===== config.mk =====
export PLATFORM = sky130hd
export DESIGN_NAME = if_id_queue
export DESIGN_NICKNAME = d
export VERILOG_FILES = /design/src/rtl/if_id_queue_pkg.sv /design/src/rtl/if_id_queue.sv
export SDC_FILE = /design/constraint.sdc
export NUM_CORES = 1
export LEC_CHECK = 0
export ABC_AREA = 1
export BUFFER_PORTS_ARGS = -buffer_cell sky130_fd_sc_hd__buf_2
export CORE_MARGIN = 2
export CORE_UTILIZATION = 30
export CTS_CLUSTER_DIAMETER = 60
export CTS_CLUSTER_SIZE = 30
export DETAILED_ROUTE_END_ITERATION = 16
export GPL_TIMING_DRIVEN = 0
export SYNTH_ARGS = -nofsm -noshare
export SYNTH_HDL_FRONTEND = slang
export SYNTH_SLANG_ARGS = --single-unit

===== constraint.sdc =====
create_clock -name clk -period 6.85 [get_ports clk]
set_input_delay 1.37 -clock clk [delete_from_list [all_inputs] [get_ports clk]]
set_output_delay 1.37 -clock clk [all_outputs]
set_load 0.01 [all_outputs]

===== src/rtl/if_id_queue_pkg.sv =====
// Shared defines for the IF/ID instruction queue: reset level, bus widths,
// the canonical zero word and the default queue depth.
package if_id_queue_pkg;

    localparam logic        RstEnable    = 1'b1;
    localparam int          InstAddrBusW = 32;
    localparam int          InstBusW     = 32;
    localparam int          ExcBusW      = 32;
    localparam int          DefaultDepth = 4;
    localparam logic [31:0] ZeroWord     = 32'h0000_0000;

endpackage : if_id_queue_pkg


===== src/rtl/if_id_queue.sv =====
// IF->ID decoupling queue: one-cycle latency FIFO of {pc, inst, excepttype},
// with flush and a NOP bubble (all-zero head) whenever it is empty.
module if_id_queue
    import if_id_queue_pkg::*;
#(
    parameter int DEPTH  = DefaultDepth,
    parameter int ADDR_W = InstAddrBusW,
    parameter int INST_W = InstBusW,
    parameter int EXC_W  = ExcBusW
) (
    input  logic                     clk,
    input  logic                     rst,
    input  logic                     flush,
    input  logic                     if_valid,
    output logic                     if_ready,
    input  logic [ADDR_W-1:0]        if_pc,
    input  logic [INST_W-1:0]        if_inst,
    input  logic [EXC_W-1:0]         if_excepttype,
    input  logic                     id_ready,
    output logic                     id_valid,
    output logic [ADDR_W-1:0]        id_pc,
    output logic [INST_W-1:0]        id_inst,
    output logic [EXC_W-1:0]         id_excepttype,
    output logic [$clog2(DEPTH):0]   count
);

    localparam int PTR_W = $clog2(DEPTH);
    localparam int CNT_W = PTR_W + 1;

    logic [ADDR_W-1:0] pc_mem   [DEPTH];
    logic [INST_W-1:0] inst_mem [DEPTH];
    logic [EXC_W-1:0]  exc_mem  [DEPTH];

    logic [PTR_W-1:0] wr_ptr_q, wr_ptr_d;
    logic [PTR_W-1:0] rd_ptr_q, rd_ptr_d;
    logic [CNT_W-1:0] count_q, count_d;
    logic             push, pop;

    // Full/empty come from the occupancy count, so pointer equality is never ambiguous.
    assign if_ready = (count_q < CNT_W'(DEPTH));
    assign id_valid = (count_q != '0);
    assign push     = if_valid && if_ready && !flush;
    assign pop      = id_valid && id_ready && !flush;

    always_comb begin
        wr_ptr_d = wr_ptr_q;
        rd_ptr_d = rd_ptr_q;
        count_d  = count_q;
        if (flush) begin
            wr_ptr_d = '0;
            rd_ptr_d = '0;
            count_d  = '0;
        end else begin
            if (push) wr_ptr_d = wr_ptr_q + PTR_W'(1);
            if (pop)  rd_ptr_d = rd_ptr_q + PTR_W'(1);
            case ({push, pop})
                2'b10:   count_d = count_q + CNT_W'(1);
                2'b01:   count_d = count_q - CNT_W'(1);
                default: count_d = count_q;
            endcase
        end
    end

    // NOTE: sequential state uses non-blocking assignments so every register
    // samples the pre-edge values, independent of block ordering.
    always_ff @(posedge clk) begin
        if (rst == RstEnable) begin
            wr_ptr_q <= '0;
            rd_ptr_q <= '0;
            count_q  <= '0;
        end else begin
            wr_ptr_q <= wr_ptr_d;
            rd_ptr_q <= rd_ptr_d;
            count_q  <= count_d;
        end
    end

    // NOTE: the storage array has no reset; stale slots are never visible
    // because the outputs are gated by occupancy, and this keeps it RAM-mappable.
    always_ff @(posedge clk) begin
        if (push && rst != RstEnable) begin
            pc_mem[wr_ptr_q]   <= if_pc;
            inst_mem[wr_ptr_q] <= if_inst;
            exc_mem[wr_ptr_q]  <= if_excepttype;
        end
    end

    assign id_pc         = id_valid ? pc_mem[rd_ptr_q]   : ADDR_W'(ZeroWord);
    assign id_inst       = id_valid ? inst_mem[rd_ptr_q] : INST_W'(ZeroWord);
    assign id_excepttype = id_valid ? exc_mem[rd_ptr_q]  : EXC_W'(ZeroWord);
    assign count         = count_q;

endmodule : if_id_queue


# Word level (Yosys, flattened, before mapping)
# Memories as Yosys holds them, arrays and structs flattened. A register that Yosys moved wholly into a read port is not among the register bits.
# Index checks and enable logic that the tools add are counted.
[op_classes]
n_addsub = 4
order_cmp = 1
n_eq_ne = 2
n_mux = 12
n_bitwise = 1
reduce_logical = 9
[ops]
columns = ["operator", "count"]
rows = [
  ["$mux W32", 3],
  ["$mux W2", 6],
  ["$pmux W3 S2", 1],
  ["$logic_and A1 B1 Y1", 5],
  ["$add A2 B1 Y2 const B", 2],
  ["$add A3 B1 Y3 const B", 1],
  ["$lt A3 B3 Y1 const B", 1],
  ["$reduce_bool A3 Y1", 1],
  ["$sub A3 B1 Y3 const B", 1],
  ["$eq A2 B1 Y1 const B", 1],
  ["$eq A2 B2 Y1 const B", 1],
  ["$mux W1", 2],
  ["$reduce_bool A2 Y1", 1],
  ["$reduce_or A2 Y1", 1],
  ["$logic_not A1 Y1", 1],
  ["$not A1 Y1", 1],
]
[word_totals]
reg_bits = 7
mem_bits_rw = 384
in_bits = 101
output_inout_bits = 101
wordCells = 35
mem_count = 3
[memory_table]
columns = ["memory", "depth", "width", "rd", "rd_ports_with_merged_regs", "write_ports", "line_no", "rtl"]
rows = [
  ["exc_mem", 4, 32, 1, 1, 1, "if_id_queue.sv:32", "logic [EXC_W-1:0] exc_mem [DEPTH];"],
  ["inst_mem", 4, 32, 1, 1, 1, "if_id_queue.sv:31", "logic [INST_W-1:0] inst_mem [DEPTH];"],
  ["pc_mem", 4, 32, 1, 1, 1, "if_id_queue.sv:30", "logic [ADDR_W-1:0] pc_mem [DEPTH];"],
]

# Logic depth before layout (Yosys ltp)
[logic_depth]
depth_word = 6
ltp_mapped = 13
mapped_depth_nobuf = 13

# Worst setup path before layout
# OpenSTA, ideal clock, no wires.
[synth_timing]
path_type = "input-to-reg"
from = "in flush"
to = "mem exc_mem[0][0] (netlist name) (enable)"
setup_ns = 0.552
arrival_time_ns = 5.613
required_ns = 6.298
setup_slack_ns = 0.685
cell_stages = 3
path_buffers = 0
path_cell_list = "inv_1 nand4_1 nor2_1"
[synth_between]
elab_chain_len = 5
[synth_lines]
columns = ["item", "line_no", "rtl"]
rows = [
  ["start, declared", "if_id_queue.sv:13", "input logic flush,"],
  ["$logic_not A1 Y1", "if_id_queue.sv:42", "assign push = if_valid && if_ready && !flush;"],
  ["$logic_and A1 B1 Y1", "if_id_queue.sv:42", ""],
  ["$logic_and A1 B1 Y1", "if_id_queue.sv:81", "if (push && rst != RstEnable) begin"],
  ["$mux W1", "if_id_queue.sv:81", ""],
  ["$mux W1 (not written as such)", "if_id_queue.sv:84", "exc_mem[wr_ptr_q] <= if_excepttype;"],
  ["end, declared", "if_id_queue.sv:32", ""],
]
# No other way between the ends.

==> run summary <==
Most frequent cells in the layout - nor2_1, edfxtp_1, buf_2
Worst Setup Start Kind - flop
Total CTS buffers - 35
Setup bufs post-CTS - 0
Initial antenna violation count - 5
# setup viols final - 0
Unrepaired setup endpoints after global routing - false
Port Buffers - 201
FP Rows - 82
Cells after Synth - 1,203
Period Utilization, post-route - 0.554
Worst slew margin - 0.540
Worst setup EP type - output pin
Hold slack - 0.499 ns
CP max stage cell - clkbuf_1
Initial drt markers - 627
Crit path kind - reg -> out
Vias in the first global route - 9,964
Ys Warns - 0
Ports - 202
Yosys cell types - 18
Number of max-cap violations - 0
Die H - 230 um
Clk buf depth - 3
Synth top area share - 0.752
CTS tree - built
Worst path max stage delay - 0.53 ns
Seq/Total Area, Yosys - 0.764
Post-synth top area cell - edfxtp_1
Minimum clock period - 3.80 ns
Hold Crit Class - reg -> reg
Initial Util - 0.305
GRT Total Usage - 0.153
Hold Vio Cnt, Final - 0
Syn Area/Cell - 12.8 um^2
DR vias - 10,076
Share of layout cells above drive strength 1 - 0.219
Post-CTS sizing - 0
Final wirelength - 40,900 um
Finished Cell Area - 18,800 um^2
Sum Neg Setup Slack - 0 ns
Cell area after placement - 17,500 um^2
Lkg Pwr - 6.78 nW
CP bufs+invs - 4
Critical path's top delay family - buffers and inverters
WP data required - 5.48 ns
Top post-synthesis cells by area - edfxtp_1, nor2_1, o21ai_0, a21oi_1, dfxtp_1
Pwr dens - 267 nW/um^2
Fin. max-slew vios - 0
Clock sinks - 393
FMAX - 0.263 GHz
Routed len/inst - 19.0 um
Clk_lat worst skew - 0.55 ns
# DRC - 0
Post-Syn Nets - 1,310
Hold_sp - count[0]
Core area - 50,300 um^2
Post-Route Utilization - 0.374
Die area - 53,000 um^2
Nets - 1,564
Mapped Area - 15,300 um^2
HPWL after DPL - 25,900 um
Global route overflow - 0
Post-placement cell count - 2,092
Clk slew on worst S/H paths - 0.08 ns
IR drop worst, VDD - 0.000145 V
GPL Wtd Cong - 0.769
Crit-path max FO - 10
Hold Buf Count CTS - 0
# H-tree levels - 2
Post-route ant nets - 0
Commonest non-fill, non-tap cell in the layout - nor2_1
Global-route wire length before repair - 60,800 um
Area grow syn2layout - 22.7%
Die X - 230 um
Largest net degree at the start of global routing - 28
Critical path cell sequence - inv_2, buf_4, clkbuf_1, o21ai_0, a21oi_1, buf_2
Status - finished clean
Clock root buffer - clkbuf_16
Yosys reg bits - 393
First-pass detailed-route iteration total - 5
Via density - 4.68
Arrival time worst endpoint - 2.43 ns
# fillers - 4,848
Least-Margin Pin Slew - 0.688 ns
Critical R2R Launch - count[2]
Post-Route Skew - 0.0186 ns
Non-filler cells, final - 2,154
[worst register-to-register path, cell delays in order (launching register included)]
cell and delay [ns]:
dfxtp_1 0.32, inv_2 0.09, nand4_1 0.36, nor2_4 0.68, buf_12 0.27, buf_12 0.23
buf_16 0.21
[layer usage]
| metal | track usage | vias to the layer above | routed length, um |
|---|---|---|---|
| met5 | 0 | - | 53 |
| met1 | 0.199 | 4928 | 17500 |
| met3 | 0.0424 | 66 | 3060 |
| met2 | 0.249 | 305 | 19400 |
| met4 | 0.0403 | 8 | 869 |
| li1 | - | 4769 | - |
[stage by stage]
step	setup WS, ns	power, W
final	3.05	0.00503
after global routing	2.85	0.00519
after CTS	2.92	0.00510
after detailed placement	3.17	0.00293
after global placement	-3.44	0.00293
after floorplan	0.685	0.00281
[cell families (layout without fill, tap and decap cells)]
group	Yosys count	in the layout	synth area share
simple gates	412	412	0.101
flops	393	393	0.764
compound gates	297	297	0.0969
buf+inv	95	373	0.0329
fa+ha+maj	6	6	0.00538
other cells	0	1	0
[area by class of cell]
class / instances / area, um^2 / area share
sequential: 393 / 11700 / 0.622
clock inverter: 24 / 349 / 0.0185
clock buffer: 37 / 926 / 0.0492
inverter: 22 / 82.6 / 0.00439
antenna: 1 / 2.50 / 0.000133
tap: 672 / 841 / 0.0447
multi-input combinational: 715 / 3150 / 0.168
buffer: 73 / 422 / 0.0224
timing repair buffer: 217 / 1330 / 0.0709
[synthesized netlist by cell type]
cell type / count
nor2_1: 395
edfxtp_1: 384
o21ai_0: 179
a21oi_1: 101
clkbuf_1: 25
buf_2: 19
inv_1: 18
o21ai_1: 17
buf_6: 12
nand2_1: 12
buf_4: 9
dfxtp_1: 9
buf_1: 8
ha_1: 5
inv_2: 4
nand3_1: 4
fa_1: 1
nand4_1: 1
[power by group]
group          total [W]  switching [W]  leakage [nW]  internal [W]
Clock            0.00216       0.000993         0.621       0.00116
Combinational   0.000210       0.000140          2.62     0.0000702
Sequential       0.00267     0.00000583          3.54       0.00266
[sequential cells by signal, indices dropped and copies added (netlist names), named ones only]
signal	count
count	3
exc_mem	128
inst_mem	128
pc_mem	128
rd_ptr_q	2
wr_ptr_q	2
[worst paths after layout]
check | slack [ns] | depth (start not counted) | end
max reg2reg | 4.39 | 6 | exc_mem[2][16]
min | 0.50 | 1 | count[0]
min reg2reg | 0.50 | 1 | count[0]
max | 3.05 | 6 | id_excepttype[28]
Note: power is estimated with default switching activity, not from simulation.
